$ cat src/rtl/fb_pkg.sv
// fb_pkg: shared types and constants for the framebuffer line reader.
//   state_t          : reader FSM states (IDLE, WAIT, READ)
//   *_DEF            : default geometry and data widths
//   LAT              : fb_addr -> lb_en/lb_colr latency; 3 when FB_READ_REG_EN
//                      is defined (extra fb_cidx register), otherwise 2
package fb_pkg;

    localparam int unsigned FB_WIDTH_DEF  = 320;
    localparam int unsigned FB_HEIGHT_DEF = 240;
    localparam int unsigned FB_DATAW_DEF  = 4;
    localparam int unsigned COLRW_DEF     = 12;

`ifdef FB_READ_REG_EN
    localparam int unsigned LAT = 3;
`else
    localparam int unsigned LAT = 2;
`endif

    typedef enum logic [1:0] {
        IDLE,
        WAIT,
        READ
    } state_t;

endpackage

$ cat src/rtl/fb_read_pipe.sv
// fb_read_pipe: valid/data delay line of DEPTH stages.
//   clk_i    in   clock
//   rst_i    in   synchronous active-high reset
//   flush_i  in   synchronous flush; clears every valid bit
//   valid_i  in   valid entering the line
//   data_i   in   DW-bit sideband entering the line
//   valid_o  out  valid delayed by DEPTH cycles
//   data_o   out  sideband delayed by DEPTH cycles
module fb_read_pipe #(
    parameter int unsigned DEPTH = 2,
    parameter int unsigned DW    = 1
) (
    input  logic          clk_i,
    input  logic          rst_i,
    input  logic          flush_i,
    input  logic          valid_i,
    input  logic [DW-1:0] data_i,
    output logic          valid_o,
    output logic [DW-1:0] data_o
);

    logic [DEPTH-1:0] valid_q;
    logic [DW-1:0]    data_q [DEPTH];

    // Flush wins over the incoming valid so a pixel issued in the flush
    // cycle never reaches the output.
    always_ff @(posedge clk_i) begin
        if (rst_i || flush_i) begin
            valid_q <= '0;
        end else begin
            valid_q[0] <= valid_i;
            for (int unsigned i = 1; i < DEPTH; i++) begin
                valid_q[i] <= valid_q[i-1];
            end
        end
    end

    always_ff @(posedge clk_i) begin
        if (rst_i) begin
            for (int unsigned i = 0; i < DEPTH; i++) begin
                data_q[i] <= '0;
            end
        end else begin
            data_q[0] <= data_i;
            for (int unsigned i = 1; i < DEPTH; i++) begin
                data_q[i] <= data_q[i-1];
            end
        end
    end

    assign valid_o = valid_q[DEPTH-1];
    assign data_o  = data_q[DEPTH-1];

endmodule

$ cat src/rtl/fb_line_reader.sv
// fb_line_reader: streams one framebuffer line per line_req into the
// linebuffer, mapping each colour index through the external palette ROM.
//   clk         in   pixel clock
//   rst         in   synchronous active-high reset
//   frame_start in   arms a new frame; resets address/counters, flushes pipe
//   line_req    in   linebuffer data request pulse
//   fb_addr     out  registered framebuffer read address
//   fb_cidx     in   framebuffer read data, one cycle after fb_addr
//   clut_idx    out  palette ROM address
//   clut_colr   in   palette ROM data (combinational from clut_idx)
//   lb_en       out  linebuffer write enable
//   lb_colr     out  linebuffer colour
//   busy        out  high while a line is being issued
//   frame_done  out  pulse with the last lb_en of the frame
//   err_req     out  sticky: line_req seen while busy; cleared by frame_start
// Optional: define FB_READ_REG_EN to register fb_cidx before clut_idx
// (latency 3 instead of 2).
module fb_line_reader
    import fb_pkg::*;
#(
    parameter int unsigned FB_WIDTH  = FB_WIDTH_DEF,
    parameter int unsigned FB_HEIGHT = FB_HEIGHT_DEF,
    parameter int unsigned FB_ADDRW  = $clog2(FB_WIDTH * FB_HEIGHT),
    parameter int unsigned FB_DATAW  = FB_DATAW_DEF,
    parameter int unsigned COLRW     = COLRW_DEF
) (
    input  logic                clk,
    input  logic                rst,
    input  logic                frame_start,
    input  logic                line_req,
    output logic [FB_ADDRW-1:0] fb_addr,
    input  logic [FB_DATAW-1:0] fb_cidx,
    output logic [FB_DATAW-1:0] clut_idx,
    input  logic [COLRW-1:0]    clut_colr,
    output logic                lb_en,
    output logic [COLRW-1:0]    lb_colr,
    output logic                busy,
    output logic                frame_done,
    output logic                err_req
);

    localparam int unsigned PIXW  = $clog2(FB_WIDTH);
    localparam int unsigned LINEW = $clog2(FB_HEIGHT);

    localparam logic [PIXW-1:0]     PIX_LAST  = PIXW'(FB_WIDTH - 1);
    localparam logic [LINEW-1:0]    LINE_LAST = LINEW'(FB_HEIGHT - 1);
    localparam logic [PIXW-1:0]     PIX_ONE   = PIXW'(1);
    localparam logic [LINEW-1:0]    LINE_ONE  = LINEW'(1);
    localparam logic [FB_ADDRW-1:0] ADDR_ONE  = FB_ADDRW'(1);

    state_t              state_q, state_d;
    logic [FB_ADDRW-1:0] addr_q,  addr_d;
    logic [PIXW-1:0]     pix_q,   pix_d;
    logic [LINEW-1:0]    line_q,  line_d;
    logic                err_q,   err_d;
    logic [COLRW-1:0]    colr_q;

    logic issue_valid;
    logic issue_last;
    logic last_out;

    always_ff @(posedge clk) begin
        if (rst) begin
            state_q <= IDLE;
            addr_q  <= '0;
            pix_q   <= '0;
            line_q  <= '0;
            err_q   <= 1'b0;
        end else begin
            state_q <= state_d;
            addr_q  <= addr_d;
            pix_q   <= pix_d;
            line_q  <= line_d;
            err_q   <= err_d;
        end
    end

    always_comb begin
        state_d     = state_q;
        addr_d      = addr_q;
        pix_d       = pix_q;
        line_d      = line_q;
        err_d       = err_q;
        issue_valid = (state_q == READ);
        issue_last  = (state_q == READ) && (pix_q == PIX_LAST) && (line_q == LINE_LAST);

        if (frame_start) begin
            state_d = WAIT;
            addr_d  = '0;
            pix_d   = '0;
            line_d  = '0;
            err_d   = 1'b0;
        end else begin
            case (state_q)
                IDLE: ;
                WAIT: begin
                    if (line_req) begin
                        state_d = READ;
                    end
                end
                READ: begin
                    if (line_req) begin
                        err_d = 1'b1;
                    end
                    if (pix_q == PIX_LAST) begin
                        pix_d = '0;
                        if (line_q == LINE_LAST) begin
                            // Address parks on the final pixel until re-armed.
                            state_d = IDLE;
                        end else begin
                            line_d  = line_q + LINE_ONE;
                            addr_d  = addr_q + ADDR_ONE;
                            state_d = WAIT;
                        end
                    end else begin
                        pix_d  = pix_q + PIX_ONE;
                        addr_d = addr_q + ADDR_ONE;
                    end
                end
                default: state_d = IDLE;
            endcase
        end
    end

    // Valid and end-of-frame marker travel together so frame_done lines up
    // with the final lb_en.
    fb_read_pipe #(
        .DEPTH(LAT),
        .DW   (1)
    ) u_pipe (
        .clk_i  (clk),
        .rst_i  (rst),
        .flush_i(frame_start),
        .valid_i(issue_valid),
        .data_i (issue_last),
        .valid_o(lb_en),
        .data_o (last_out)
    );

`ifdef FB_READ_REG_EN
    logic [FB_DATAW-1:0] cidx_q;

    always_ff @(posedge clk) begin
        if (rst) begin
            cidx_q <= '0;
        end else begin
            cidx_q <= fb_cidx;
        end
    end

    assign clut_idx = cidx_q;
`else
    assign clut_idx = fb_cidx;
`endif

    always_ff @(posedge clk) begin
        if (rst) begin
            colr_q <= '0;
        end else begin
            colr_q <= clut_colr;
        end
    end

    assign fb_addr    = addr_q;
    assign lb_colr    = colr_q;
    assign busy       = (state_q == READ);
    assign frame_done = lb_en & last_out;
    assign err_req    = err_q;

endmodule

$ cat config.mk
export PLATFORM = sky130hd
export DESIGN_NAME = fb_line_reader
export DESIGN_NICKNAME = d
export VERILOG_FILES = /design/src/rtl/fb_pkg.sv /design/src/rtl/fb_read_pipe.sv /design/src/rtl/fb_line_reader.sv
export SDC_FILE = /design/constraint.sdc
export NUM_CORES = 1
export LEC_CHECK = 0
export CORE_UTILIZATION = 49
export DETAILED_ROUTE_END_ITERATION = 8
export PLACE_DENSITY = 0.75
export SLEW_MARGIN = 40
export SYNTH_ARGS = -nofsm -noshare
export SYNTH_HDL_FRONTEND = slang
export SYNTH_SLANG_ARGS = --single-unit
$ cat constraint.sdc
create_clock -name clk -period 2.1 [get_ports clk]
set_clock_uncertainty 0.05 [all_clocks]
set_input_delay 0.315 -clock clk [delete_from_list [all_inputs] [get_ports clk]]
set_output_delay 0.315 -clock clk [all_outputs]
set_load 0.01 [all_outputs]
Word level (Yosys, flattened, before mapping)
Memories as Yosys holds them, arrays and structs flattened.
Cells that the tools add are included.
- bits of input ports: 20
- word-level logic and storage cells: 50
- output and inout bits: 37
- memories kept: 1
- memory bits (writable): 2
- register bits: 51
- memories (name ; words ; bits a word ; read ports ; clocked after Yosys merged registers in ; wr ports ; line ; text):
    u_pipe.data_q ; 2 ; 1 ; 2 ; 0 ; 2 ; fb_read_pipe.sv:23 ; logic [DW-1:0] data_q [DEPTH];
- reduce and logical (&&, ||, !) cells: 10
- equality and inequality tests: 10
- add/subtract/negate cells: 3
- multiplexer cells: 13
- bitwise operators: 5
- operator list (kind ; number):
    $mux W17 ; 2
    $add A17 B1 Y17 const B ; 1
    $add A9 B1 Y9 const B ; 1
    $eq A9 B9 Y1 const B ; 1
    $mux W9 ; 1
    $reduce_and A3 Y1 ; 3
    $add A8 B1 Y8 const B ; 1
    $eq A8 B8 Y1 const B ; 1
    $ne A2 B2 Y1 const B ; 4
    $mux W1 ; 7
    $ne A3 B3 Y1 const B ; 2
    $pmux W2 S3 ; 1
    $mux W2 ; 2
    $reduce_and A2 Y1 ; 2
    $eq A2 B1 Y1 const B ; 1
    $eq A2 B2 Y1 const B ; 1
    $logic_and A1 B1 Y1 ; 2
    $logic_not A2 Y1 ; 1
    $not A1 Y1 ; 2
    $or A1 B1 Y1 ; 2
    $reduce_or A2 Y1 ; 1
    $and A1 B1 Y1 ; 1
    $logic_or A1 B1 Y1 ; 1

Depth between registers and ports, before layout
- depth after elaboration: 5
- mapped depth: 7
- depth with buffers taken out: 6

By module
Synthesis repeated with hierarchy kept, for this count alone.
- cells, all modules: 263
- area, all modules: 2371.0 µm²
- modules (own cells, without submodules) (module ; seq. area each (µm²) ; instances ; cells an instance ; area an instance (µm²)):
    fb_line_reader ; 980.9 ; 1 ; 255 ; 2263.4
    fb_read_pipe ; 80.1 ; 1 ; 8 ; 107.6

Worst setup path after synthesis
Ideal clock, no wire load.
- path type: register to register
- start point: register state_q[0]
- end point: register line_q[2]
- slack: 0.168 ns
- library setup time: 0.070 ns
- data required time: 1.980 ns
- path buffers: 1
- data arrival time: 1.811 ns
- cell stages (with the launch flop): 8
- clock period less this slack: 1.932 ns
- cell sequence: dfxtp_1 inv_1 ha_1 buf_4 inv_1 or3_1 or4_1 a21oi_1
- word-level cells in the longest chain between the ends: 2
- RTL lines (element ; line ; text):
    from (decl) ; fb_line_reader.sv:51 ; state_t state_q, state_d;
    from (signal assigned) ; fb_line_reader.sv:70 ; state_q <= state_d;
    $eq A2 B2 Y1 ; -- ;
    named net busy ; fb_line_reader.sv:37 ; output logic busy,
    $reduce_and A3 Y1 (no source line) ; -- ;
    to (signal assigned) ; fb_line_reader.sv:73 ; line_q <= line_d;
    to (decl) ; fb_line_reader.sv:54 ; logic [LINEW-1:0] line_q, line_d;
The timed path passes the listed nets, and every way through them passes these cells.
A chain may end at the register's enable or synchronous reset.

Final worst setup path
- start point: register state_q[0]
- end point: output busy
- word-level cells in the longest chain between the ends: 1
- RTL lines (element ; line ; text):
    $eq A2 B2 Y1 ; fb_line_reader.sv:166 ; assign busy = (state_q == READ);
    to (decl) ; fb_line_reader.sv:37 ;
Every way passes these cells.

==> results.yml <==
floorplanning:
  dieArea_um2: 5040
  core_um2: 4470
  num_io_pins: 57
  die_w_um: 71.0
  row_count: 24
  start_util_pct: 52.2
  die_height_um: 71.0
worst_setup_path:
  cp-end-kind: "primary output"
  worstRegToRegCells: 5
  worstReg2RegStart: "pix_q[0]$_SDFFE_PP0N_"
  r2r_end: "fb_addr[15]$_SDFFE_PP0P_"
  required_ns: 1.74
  cp.arrival_ns: 1.65
  crit_type: "flop to primary output"
  crit_path_start_kind: "flop"
  crit_path_max_fanout: 9
  rrSetupSlack_ns: 0.13
cts:
  h-tree-depth: 2
  clock_path_buffers: 2
  cts_hold_buf: 0
  path_clk_slew_ns: 0.10
  cts_tree: "built"
  clk_latency_ns: 0.31
  cts_resized: 0
  cts_buffers: 5
  clockRootBuffer: "clkbuf_8"
  post_cts_buffers: 0
  cts_num_sinks: 53
power_and_ir_drop:
  p_sw_share_pct: 23.2
  p_comb_share_pct: 6.5
  clkPwrFrac_pct: 33.9
  p_leak_nw: 0.966
  internal_power_mw: 1.32
  pwr_density_cell_nw_per_um2: 583
  p_sw_mw: 0.398
  irDropWorstVdd_mv: 0.422
  p_seq_share_pct: 59.6
timing:
  drv_slew: 0
  finalCritPeriodShare_pct: 95.7
  slew_headroom_pct: 69.7
  final.setup.tns_ns: 0
  setup_viol: 0
  max_slew.worst_pin.slew_ns: 0.454
  hold_viol_final: 0
  fmax_ghz: 0.497
  fin_crit_ns: 2.01
  rsz0062_at_grt: "false"
drt:
  drtIter0Drc: 130
  viasPerCell: 5.67
  vias: 2029
  dr.pass1.iters: 6
  drc: 5
  drt-total-wl_um: 4760
  wl_per_cell_um: 13.3
  ant_nets: 0
hold_path:
  hold_depth: 1
  hp-class: "flop to flop"
  hp-start: "u_pipe.valid_q[0]$_SDFF_PP0_"
  min_to: "u_pipe.valid_q[1]$_SDFF_PP0_"
yosys:
  ys.flop_type: "dfxtp_1"
  synth.area.top_cells: "dfxtp_1 45%, a21oi_1 6.0%, o31ai_1 3.5%, nor2b_1 3.5%, o21ai_0 3.4%"
  synth_seq_area_share_pct: 45.5
  yosysMostFrequentCell: "dfxtp_1"
  synth_nets: 285
  synth_top_area_share_pct: 45.5
  synth_cells: 259
  synthArstFlopShare_pct: 0
  ys_ff_latch: 53
  yosysWarnings: 0
  syn_area_um2: 2330
  synth_cell_types: 36
  synth_top_area_cell: "dfxtp_1"
  synth_edf_count: 0
  synth_commonest_cells: "53 x dfxtp_1, 28 x a21oi_1, 17 x nor2_1"
  postSynthAreaPerCell_um2: 9.01
final_layout:
  postLayoutCoreUtil_pct: 65.8
  layout-drive-gt1-share_pct: 6.54
  seq_area_um2: 1060
  multi_input_area_um2: 1160
  fillers: 404
  n_antenna_cell: 0
  nets: 331
  areaGrowthSynthToFinish_pct: 26.2
flow_run:
  cap_violations: 0
status:
  status: "complete, but fails checks"
  violations: "design-rule violations"
grt:
  grt-ovfl-total: 0
  antenna_found_initial: 0
  grt_usage_pct: 20.3
  grt_pass1_wl_um: 8240
  grt_max_degree: 32
  grt_pass1_vias: 1807
placed_design:
  gp_congestion: 0.805
  port_buffers: 48
  hpwlAfterDp_um: 3390
-- per-layer routing --
layer	part of all wire [%]	wire length (µm)	GRT usage (%)	up-vias
met5	0	0	0	-
met2	46	2180	32.8	46
li1	-	-	-	1032
met1	48	2280	27.3	944
met4	1.6	78	7.56	0
met3	4.6	219	3.70	7
-- worst max-delay path: stages (launching register included) --
cell,delay [ns]
dfxtp_1,0.33
inv_1,0.08
ha_2,0.22
buf_6,0.15
clkdlybuf4s50_1,0.55
-- worst max path at each step --
stage | start | to | slack [ns] | cells after the start
detailed placement | pix_q[0]$_SDFFE_PP0N_ | fb_addr[15]$_SDFFE_PP0P_ | 0.15 | 5
CTS | state_q[0]$_SDFFE_PP0P_ | busy | 0.03 | 4
floorplan | state_q[0]$_SDFFE_PP0P_ | line_q[2]$_SDFFE_PP0P_ | 0.17 | 7
finish | state_q[0]$_SDFFE_PP0P_ | busy | 0.09 | 4
global placement | pix_q[0]$_SDFFE_PP0N_ | fb_addr[16]$_SDFFE_PP0P_ | 0.21 | 5
global route | line_q[0]$_SDFFE_PP0P_ | fb_addr[16]$_SDFFE_PP0P_ | 0.01 | 5
-- cell usage in the layout, fill, tap and decap left out, types with 3 or more instances in the layout --
master            n
a21oi_1          28
and2_1            5
and3_1            3
buf_4             3
clkbuf_8          5
clkdlybuf4s50_1  48
clkinvlp_4        3
dfxtp_1          53
ha_1              5
inv_1             8
mux2i_1           3
nand2_1          10
nand3_1          11
nand4_1          10
nor2_1           17
nor2b_1          13
o21a_1            3
o21ai_0          16
o31ai_1          11
or2_2             3
or3_1            11
or4_1            10
xnor2_1           3
xor2_1            3
-- final cells by class --
class / count / area share (%)
repair buffers: 53 / 18.1
multi-input cells: 184 / 39.5
well taps: 52 / 2.21
clock inverters: 3 / 0.765
clock buffers: 5 / 2.34
inverters: 8 / 1.02
flip-flops and latches: 53 / 36.0
-- logic make-up (layout without fill, tap and decap cells) --
family | after synthesis | count (layout) | synth area share, %
and+or+nand+nor | 105 | 105 | 26.7
adders and majority gates | 6 | 6 | 3.22
xor gates and xnor gates | 6 | 6 | 2.25
muxes | 3 | 3 | 1.29
buffers and inverters | 22 | 69 | 4.77
AOI/OAI and AO/OA | 64 | 64 | 16.3
DFF | 53 | 53 | 45.5
-- power by group through the flow --
stage	logic, mW	clock network, mW	registers, mW
after floorplan	0.0433	0	1.05
after global placement	0.110	0	1.05
after detailed placement	0.111	0	1.05
after CTS	0.112	0.600	1.02
after global routing	0.120	0.632	1.02
final	0.111	0.582	1.02
-- registers in the layout (all words and copies together), names as in the netlist --
signal and count:
u_pipe.data_q 2, err_req 1, fb_addr 17, line_q 8, lb_colr 12, pix_q 9
state_q 2, u_pipe.valid_q 2
-- through the flow --
step	cells	power, mW	setup WS (ns)	hold slack, ns	area [µm²]
2_1_floorplan	259	1.10	0.168	0.337	2330
3_3_place_gp	350	1.16	0.213	0.368	2850
3_5_place_dp	350	1.16	0.151	0.379	2850
4_1_cts	358	1.73	0.0278	0.402	2940
5_1_grt	358	1.78	0.0128	0.412	2950
6_report	358	1.72	0.0896	0.398	2950
Note: power is estimated with default switching activity, not from simulation.
